--- src/rtl/odo_sbox_bank.sv ---
// Double-buffered S-box lookup bank: LANES parallel lookups per transfer,
// with a shadow table that is loaded entry by entry and swapped in atomically.
module odo_sbox_bank #(
    parameter int W     = 6,
    parameter int LANES = 4
) (
    input  logic               clk,
    input  logic               rst,
    input  logic               in_valid,
    output logic               in_ready,
    input  logic [LANES*W-1:0] in_data,
    output logic               out_valid,
    input  logic               out_ready,
    output logic [LANES*W-1:0] out_data,
    input  logic               wr_en,
    input  logic [W-1:0]       wr_addr,
    input  logic [W-1:0]       wr_data,
    input  logic               swap,
    output logic               active_bank,
    output logic               shadow_ready,
    output logic               swap_err
);

    localparam int DEPTH = 1 << W;

    typedef logic [DEPTH-1:0][W-1:0] tbl_t;

    function automatic tbl_t identity();
        tbl_t t;
        for (int i = 0; i < DEPTH; i++) begin
            t[i] = W'(i);
        end
        return t;
    endfunction

    // Tables power up as identity and are deliberately outside reset.
    tbl_t bank0 = identity();
    tbl_t bank1 = identity();

    logic [W:0]         count;
    logic               swap_ok;
    logic               accept;
    logic [LANES*W-1:0] lookup;

    assign shadow_ready = (count == (W+1)'(DEPTH));
    assign swap_ok      = swap && shadow_ready && !wr_en;
    assign in_ready     = out_ready || !out_valid;
    assign accept       = in_valid && in_ready;

    always_ff @(posedge clk) begin
        if (!rst && wr_en) begin
            if (active_bank) begin
                bank0[wr_addr] <= wr_data;
            end else begin
                bank1[wr_addr] <= wr_data;
            end
        end
    end

    always_comb begin
        lookup = '0;
        for (int k = 0; k < LANES; k++) begin
            lookup[k*W +: W] = active_bank ? bank1[in_data[k*W +: W]]
                                           : bank0[in_data[k*W +: W]];
        end
    end

    always_ff @(posedge clk) begin
        if (rst) begin
            active_bank <= 1'b0;
            count       <= '0;
            swap_err    <= 1'b0;
        end else begin
            swap_err <= swap && !swap_ok;
            if (swap_ok) begin
                active_bank <= ~active_bank;
                count       <= '0;
            end else if (wr_en && !shadow_ready) begin
                count <= count + 1'b1;
            end
        end
    end

    // A stalled result is only replaced when a new request is accepted.
    always_ff @(posedge clk) begin
        if (rst) begin
            out_valid <= 1'b0;
            out_data  <= '0;
        end else if (accept) begin
            out_valid <= 1'b1;
            out_data  <= lookup;
        end else if (out_ready) begin
            out_valid <= 1'b0;
        end
    end

endmodule

--- config.mk ---
export PLATFORM = sky130hd
export DESIGN_NAME = odo_sbox_bank
export DESIGN_NICKNAME = d
export VERILOG_FILES = /design/src/rtl/odo_sbox_bank.sv
export SDC_FILE = /design/constraint.sdc
export NUM_CORES = 1
export LEC_CHECK = 0
export CAP_MARGIN = 10
export CORE_ASPECT_RATIO = 0.75
export CORE_MARGIN = 5
export CORE_UTILIZATION = 50
export CTS_CLUSTER_DIAMETER = 120
export DETAILED_ROUTE_END_ITERATION = 16
export GPL_TIMING_DRIVEN = 1
export PLACE_DENSITY_LB_ADDON = 0.25
export SLEW_MARGIN = 20
export SYNTH_ARGS = -nofsm -noshare
export SYNTH_HDL_FRONTEND = slang
export SYNTH_SLANG_ARGS = --single-unit
--- constraint.sdc ---
create_clock -name clk -period 2.6 [get_ports clk]
set_input_delay 0.39 -clock clk [delete_from_list [all_inputs] [get_ports clk]]
set_output_delay 0.39 -clock clk [all_outputs]
set_load 0.005 [all_outputs]
==> impl_metrics.ini, run 1 <==
[run_status]
status = complete, no violations

[setup_path]
cp.buffers_inverters = 3
required_ps = 3180
crit_type = flop to flop
cpMostUsedCell = buf_4
r2r_setup_slack_ps = 8
cp_top_family = multiplexers
slowest_stage = mux4_2
cp_cell_sequence = mux4_2, mux4_2, o22ai_4, buf_4, nor3_1, buf_4, nor3_1, buf_4, nor4_1
crit_arrival_ps = 3170
cp-start-kind = flop
max_stage_delay_ps = 600
path_max_fanout = 4
end_kind = flop

[yosys]
syn_area_per_cell_um2 = 15.11
mappedNetlistNets = 3433
synth_top_family_by_area = multiplexers
synthDistinctLibCells = 43
synth_flop_cell = edfxtp_1
syn_inst = 3389
synth_xor_area_frac = 0.001027
ys_seq_area_frac = 0.4638
synth-simple-area-share = 0.05362
synth-adder-area-share = 0.0004888
ys_async_sr_fraction = 0
syn_area_um2 = 51190
synthMuxAreaShare = 0.3735
synth_compound_area_frac = 0.06281
synth-seq-cells = 802
yosys_warnings = 0
synth_edf_count = 768

[final_layout]
mostFrequentLayoutCells = 768 x edfxtp_1, 567 x buf_4, 565 x mux4_2
area_delta_synth_final_pct = 19.55
drive_above_1_share = 0.3883
final_util = 0.6031
layout_commonest_cell = edfxtp_1
layout.nets = 3959

[sta]
clock_skew_ps = 17.37
max_clock_freq_mhz = 385.8
tightest_slew_ps = 1156
relSlewSlack = 0.2264
hold_viol_final = 0
whs_ps = 160.6
final.period_utilization = 0.9970
setup_viol = 0
period_needed_ps = 2592
final-max-slew-violation-count = 0
rsz0062_at_grt = yes

[grt]
met3_usage = 0.1416
grt_usage = 0.3563
antenna_found_initial = 4
grt_pass1_wl_um = 277300
grt_max_degree = 129
first_global_vias = 37740
globalRouteMet2Util = 0.5151
grt_overflow = 0
met1_usage = 0.4994
grt-busiest-layer = met2

[die]
start_util = 0.5045
ios = 71
die_h_um = 287.1
fp.dieArea_um2 = 108900
die_w_um = 379.5
rows = 101
core_um2 = 101500

[drt]
drt-wirelength-per-cell_um = 36.60
drt_first_pass_iters = 8
vias_per_cell = 7.277
drc_errors = 0
route.antenna.remaining_nets = 0
vias = 38770
routed_wirelength_um = 195000
drtIter0Drc = 6150

[placed_design]
place_congestion = 1.061
port_buffers = 70
post-dp-hpwl_um = 143000

[pwr]
p_leak_nw = 21.66
p_switching_mw = 8.656
power_frac_seq = 0.437
p_per_area_nw_per_um2 = 534.7
max-vdd-ir-drop_mv = 0.5144
clock_power_share = 0.399
p_comb_frac = 0.164
p_sw_frac = 0.2645
p_int_mw = 24.07

[clock_network]
cts_root_buffer = clkbuf_16
clkTransAtPathRegs_ps = 70
cts_tree = yes
worst_skew_pair.late_latency_ps = 700
clock_sinks = 802
cts_buffers = 87
clock_path_buffers = 3
ctsHtreeMaxLevel = 3

[min_path]
hold_path_class = input pin to flop

[flow_run]
maxCapViolCount = 0
-- worst register-to-register path, stage by stage, from the launching register on --
cell	delay (ps)
edfxtp_1	420
mux4_2	510
mux4_2	600
o22ai_4	210
buf_4	150
nor3_1	40
buf_4	160
nor3_1	200
buf_4	150
nor4_1	40
-- sequential cells by signal, summed over array words and instances, names as in the netlist --
signal	count
out_data	24
swap_err	1
count	7
out_valid	1
bank0	384
bank1	384
active_bank	1
-- final timing paths --
| check | startpoint | endpoint | cells past startpoint |
|---|---|---|---|
| setup / recovery | bank1[258] | out_data[0] | 9 |
| hold / removal | wr_data[0] | bank0[366] | 1 |
| setup reg to reg | bank1[258] | out_data[0] | 9 |
| hold reg to reg | out_data[21] | out_data[21] | 2 |
-- Yosys cell counts, drive strengths merged (34+ instances only) --
master,count,share of area
a21oi,107,0.010
a22oi,243,0.036
a31oi,47,0.0057
buf,213,0.036
clkbuf,104,0.0076
dfxtp,34,0.013
edfxtp,768,0.45
mux2,94,0.021
mux2i,512,0.10
mux4,573,0.25
nand2,152,0.011
nand3,81,0.0079
nor2,184,0.013
nor3,51,0.0050
-- layer usage --
layer	up-vias	share of wire
met5	-	0.000067
met3	511	0.16
met2	3195	0.43
li1	15270	-
met1	19800	0.38
met4	2	0.040
-- logic make-up (layout without fill, tap and decap cells) --
logic type | count (synthesis) | in the layout
simple gates | 595 | 595
fa+ha+maj | 2 | 2
other cells | 0 | 2
xor+xnor | 6 | 6
compound gates | 474 | 474
mux | 1179 | 1179
flops | 802 | 802
buf+inv | 331 | 929
-- power by group through the flow --
stage / Clock [mW] / Combinational (mW) / Sequential [mW]
after floorplan: 0 / 2.79 / 14.5
after global placement: 0 / 5.10 / 14.6
after detailed placement: 0 / 5.14 / 14.6
after CTS: 13.2 / 5.18 / 14.3
after global routing: 13.7 / 5.50 / 14.3
final: 13.1 / 5.37 / 14.3
-- cell type report --
cell class              instances  area (um2)
clock inverters                58       674.4
fillers                      7578       40270
multi-input cells            2256       25360
diodes                          2       5.005
flip-flops and latches        802       23750
clock buffers                 103        2288
repair buffers                754        7398
inverters                      14       52.55
well taps                    1339        1675
-- per-stage QoR --
step / TNS [ps] / power (mW) / setup WS [ps] / cell area, um2 / instances
floorplan: 0 / 17.31 / 347.2 / 51190 / 3389
global placement: -9080 / 19.66 / -653.8 / 58010 / 5160
detailed placement: -9394 / 19.70 / -661.1 / 58010 / 5160
CTS: -54.79 / 32.62 / -54.79 / 61090 / 5323
global route: -44.82 / 33.50 / -44.82 / 61200 / 5326
finish: 0 / 32.72 / 7.818 / 61200 / 5328
-- repair_timing --
action	in CTS	in global routing
setup buffers	1	3
hold endpoints to repair	7	0
hold buffers	1	0
gates cloned	0	0
resized for setup	25	17
pin swaps	3	7
setup endpoints to repair	16	17
Power figures use the tool's default switching activity.
==> run 2: changes to the inputs <==
==> constraint.sdc (replaced) <==
create_clock -name clk -period 2.6 [get_ports clk]
set_input_delay 0.39 -clock clk [delete_from_list [all_inputs] [get_ports clk]]
set_output_delay 0.39 -clock clk [all_outputs]
set_load 0.1 [all_outputs]
==> impl_metrics.ini, run 2 (synthesis gave the netlist of run 1 again) <==
[grt]
met1_usage = 0.5160
grt-busiest-layer = met2
globalRouteMet2Util = 0.5332
grt_usage = 0.3647
met3_usage = 0.1266
grt_max_degree = 129
first_global_vias = 38280
grt_pass1_wl_um = 282800
antenna_found_initial = 8
grt_overflow = 0

[final_layout]
reg_top3 = bank0 (384), bank1 (384), out_data (24)
mostFrequentLayoutCells = 768 x edfxtp_1, 654 x buf_4, 565 x mux4_2
layout_commonest_cell = edfxtp_1
drive_above_1_share = 0.4019
area_delta_synth_final_pct = 19.64
layout.nets = 4012

[drt]
drc_errors = 0
routed_wirelength_um = 199000
route.antenna.remaining_nets = 0
drt_first_pass_iters = 8
drtIter0Drc = 6041
drt-wirelength-per-cell_um = 36.98
vias = 38640
vias_per_cell = 7.182

[die]
rows = 101
ios = 71
die_h_um = 287.1
start_util = 0.5045
fp.dieArea_um2 = 108900
core_um2 = 101500
die_w_um = 379.5

[setup_path]
cp.buffers_inverters = 3
cp_top_family = simple AND/OR/NAND/NOR gates
end_kind = primary output
crit_arrival_ps = 2240
path_max_fanout = 2
max_stage_delay_ps = 460
cp_cell_sequence = inv_2, ha_4, or4b_4, nor3b_4, buf_12, buf_12
cpMostUsedCell = buf_12
slowest_stage = or4b_4
required_ps = 2210
crit_type = flop to primary output
cp-start-kind = flop

[pwr]
max-vdd-ir-drop_mv = 0.8577
power_frac_seq = 0.448
p_int_mw = 23.16
clock_power_share = 0.374
p_sw_frac = 0.2741
p_leak_nw = 21.84
p_comb_frac = 0.179
p_total_mw = 31.91
p_per_area_nw_per_um2 = 521.0
p_switching_mw = 8.748

[min_path]
hold_path_class = input pin to flop

[sta]
clock_skew_ps = 42.59
rsz0062_at_grt = yes
max_clock_freq_mhz = 380.9
tns_ps = -38.64
period_needed_ps = 2625
final.period_utilization = 1.010
relSlewSlack = 0.2176
fin_ws_ps = -25.14
hold_viol_final = 0
tightest_slew_ps = 1169
final-max-slew-violation-count = 0
setup_viol = 2

[clock_network]
cts_tree = yes
cts_buffers = 85
cts_root_buffer = clkbuf_16
clkTransAtPathRegs_ps = 60
clock_sinks = 802
ctsHtreeMaxLevel = 3
worst_skew_pair.late_latency_ps = 710
clock_path_buffers = 3

[placed_design]
post-dp-hpwl_um = 146900
port_buffers = 70
dp_slack_ps = -812.1
place_congestion = 1.032

[run_status]
violations = negative setup slack
status = complete, but fails checks

[flow_run]
maxCapViolCount = 0
run 2: power groups by stage:
stage	logic, mW	clock network [mW]	registers, mW
floorplan	2.80	0	14.8
detailed placement	5.49	0	14.6
global placement	5.46	0	14.6
global route	5.84	12.6	14.3
finish	5.70	11.9	14.3
CTS	5.53	12.0	14.3
run 2: timing repair:
item | 4_1_cts | 5_1_grt
setup buffers | 5 | 0
gates resized for setup | 20 | 15
pin swaps | 6 | 6
gates cloned | 0 | 0
setup endpoints to repair | 12 | 13
hold buffers | 0 | 0
run 2: area by class of cell:
class                      instances  area (um2)
fill                            7630       40230
multi-input combinational       2256       25380
sequential                       802       23750
timing repair buffer             809        7727
clock buffer                     104        2271
tap                             1339        1675
clock inverter                    51       381.6
inverter                          14       52.55
antenna                            5       12.51
run 2: routing by layer:
layer / up-vias / share of wire
li1: 15350 / -
met5: - / 0.00014
met2: 3101 / 0.43
met3: 477 / 0.15
met4: 4 / 0.040
met1: 19700 / 0.38
run 2: final timing paths:
| check | cells after the start | slack, ps | start | to |
|---|---|---|---|---|
| max | 6 | -30 | count[0] | shadow_ready |
| max reg2reg | 6 | -10 | bank1[20] | out_data[20] |
| min reg2reg | 2 | 550 | out_data[10] | out_data[10] |
| min | 1 | 130 | wr_data[3] | bank0[117] |
run 2: worst reg2reg max path, delay by kind of cell (launching register included):
kind / cells / cell delay [ps]
mux: 2 / 1080
simple gates: 3 / 770
flops: 1 / 430
compound gates: 1 / 250
run 2: per-stage QoR:
stage               hold WS, ps  cell area (um2)  instances    util
finish                    135.0            61250       5380  0.6036
detailed placement        533.6            58360       5215  0.5751
CTS                       100.2            61140       5375  0.6026
global route              120.4            61240       5376  0.6035
global placement          500.7            58360       5215  0.5751
floorplan                 485.2            51210       3389       -
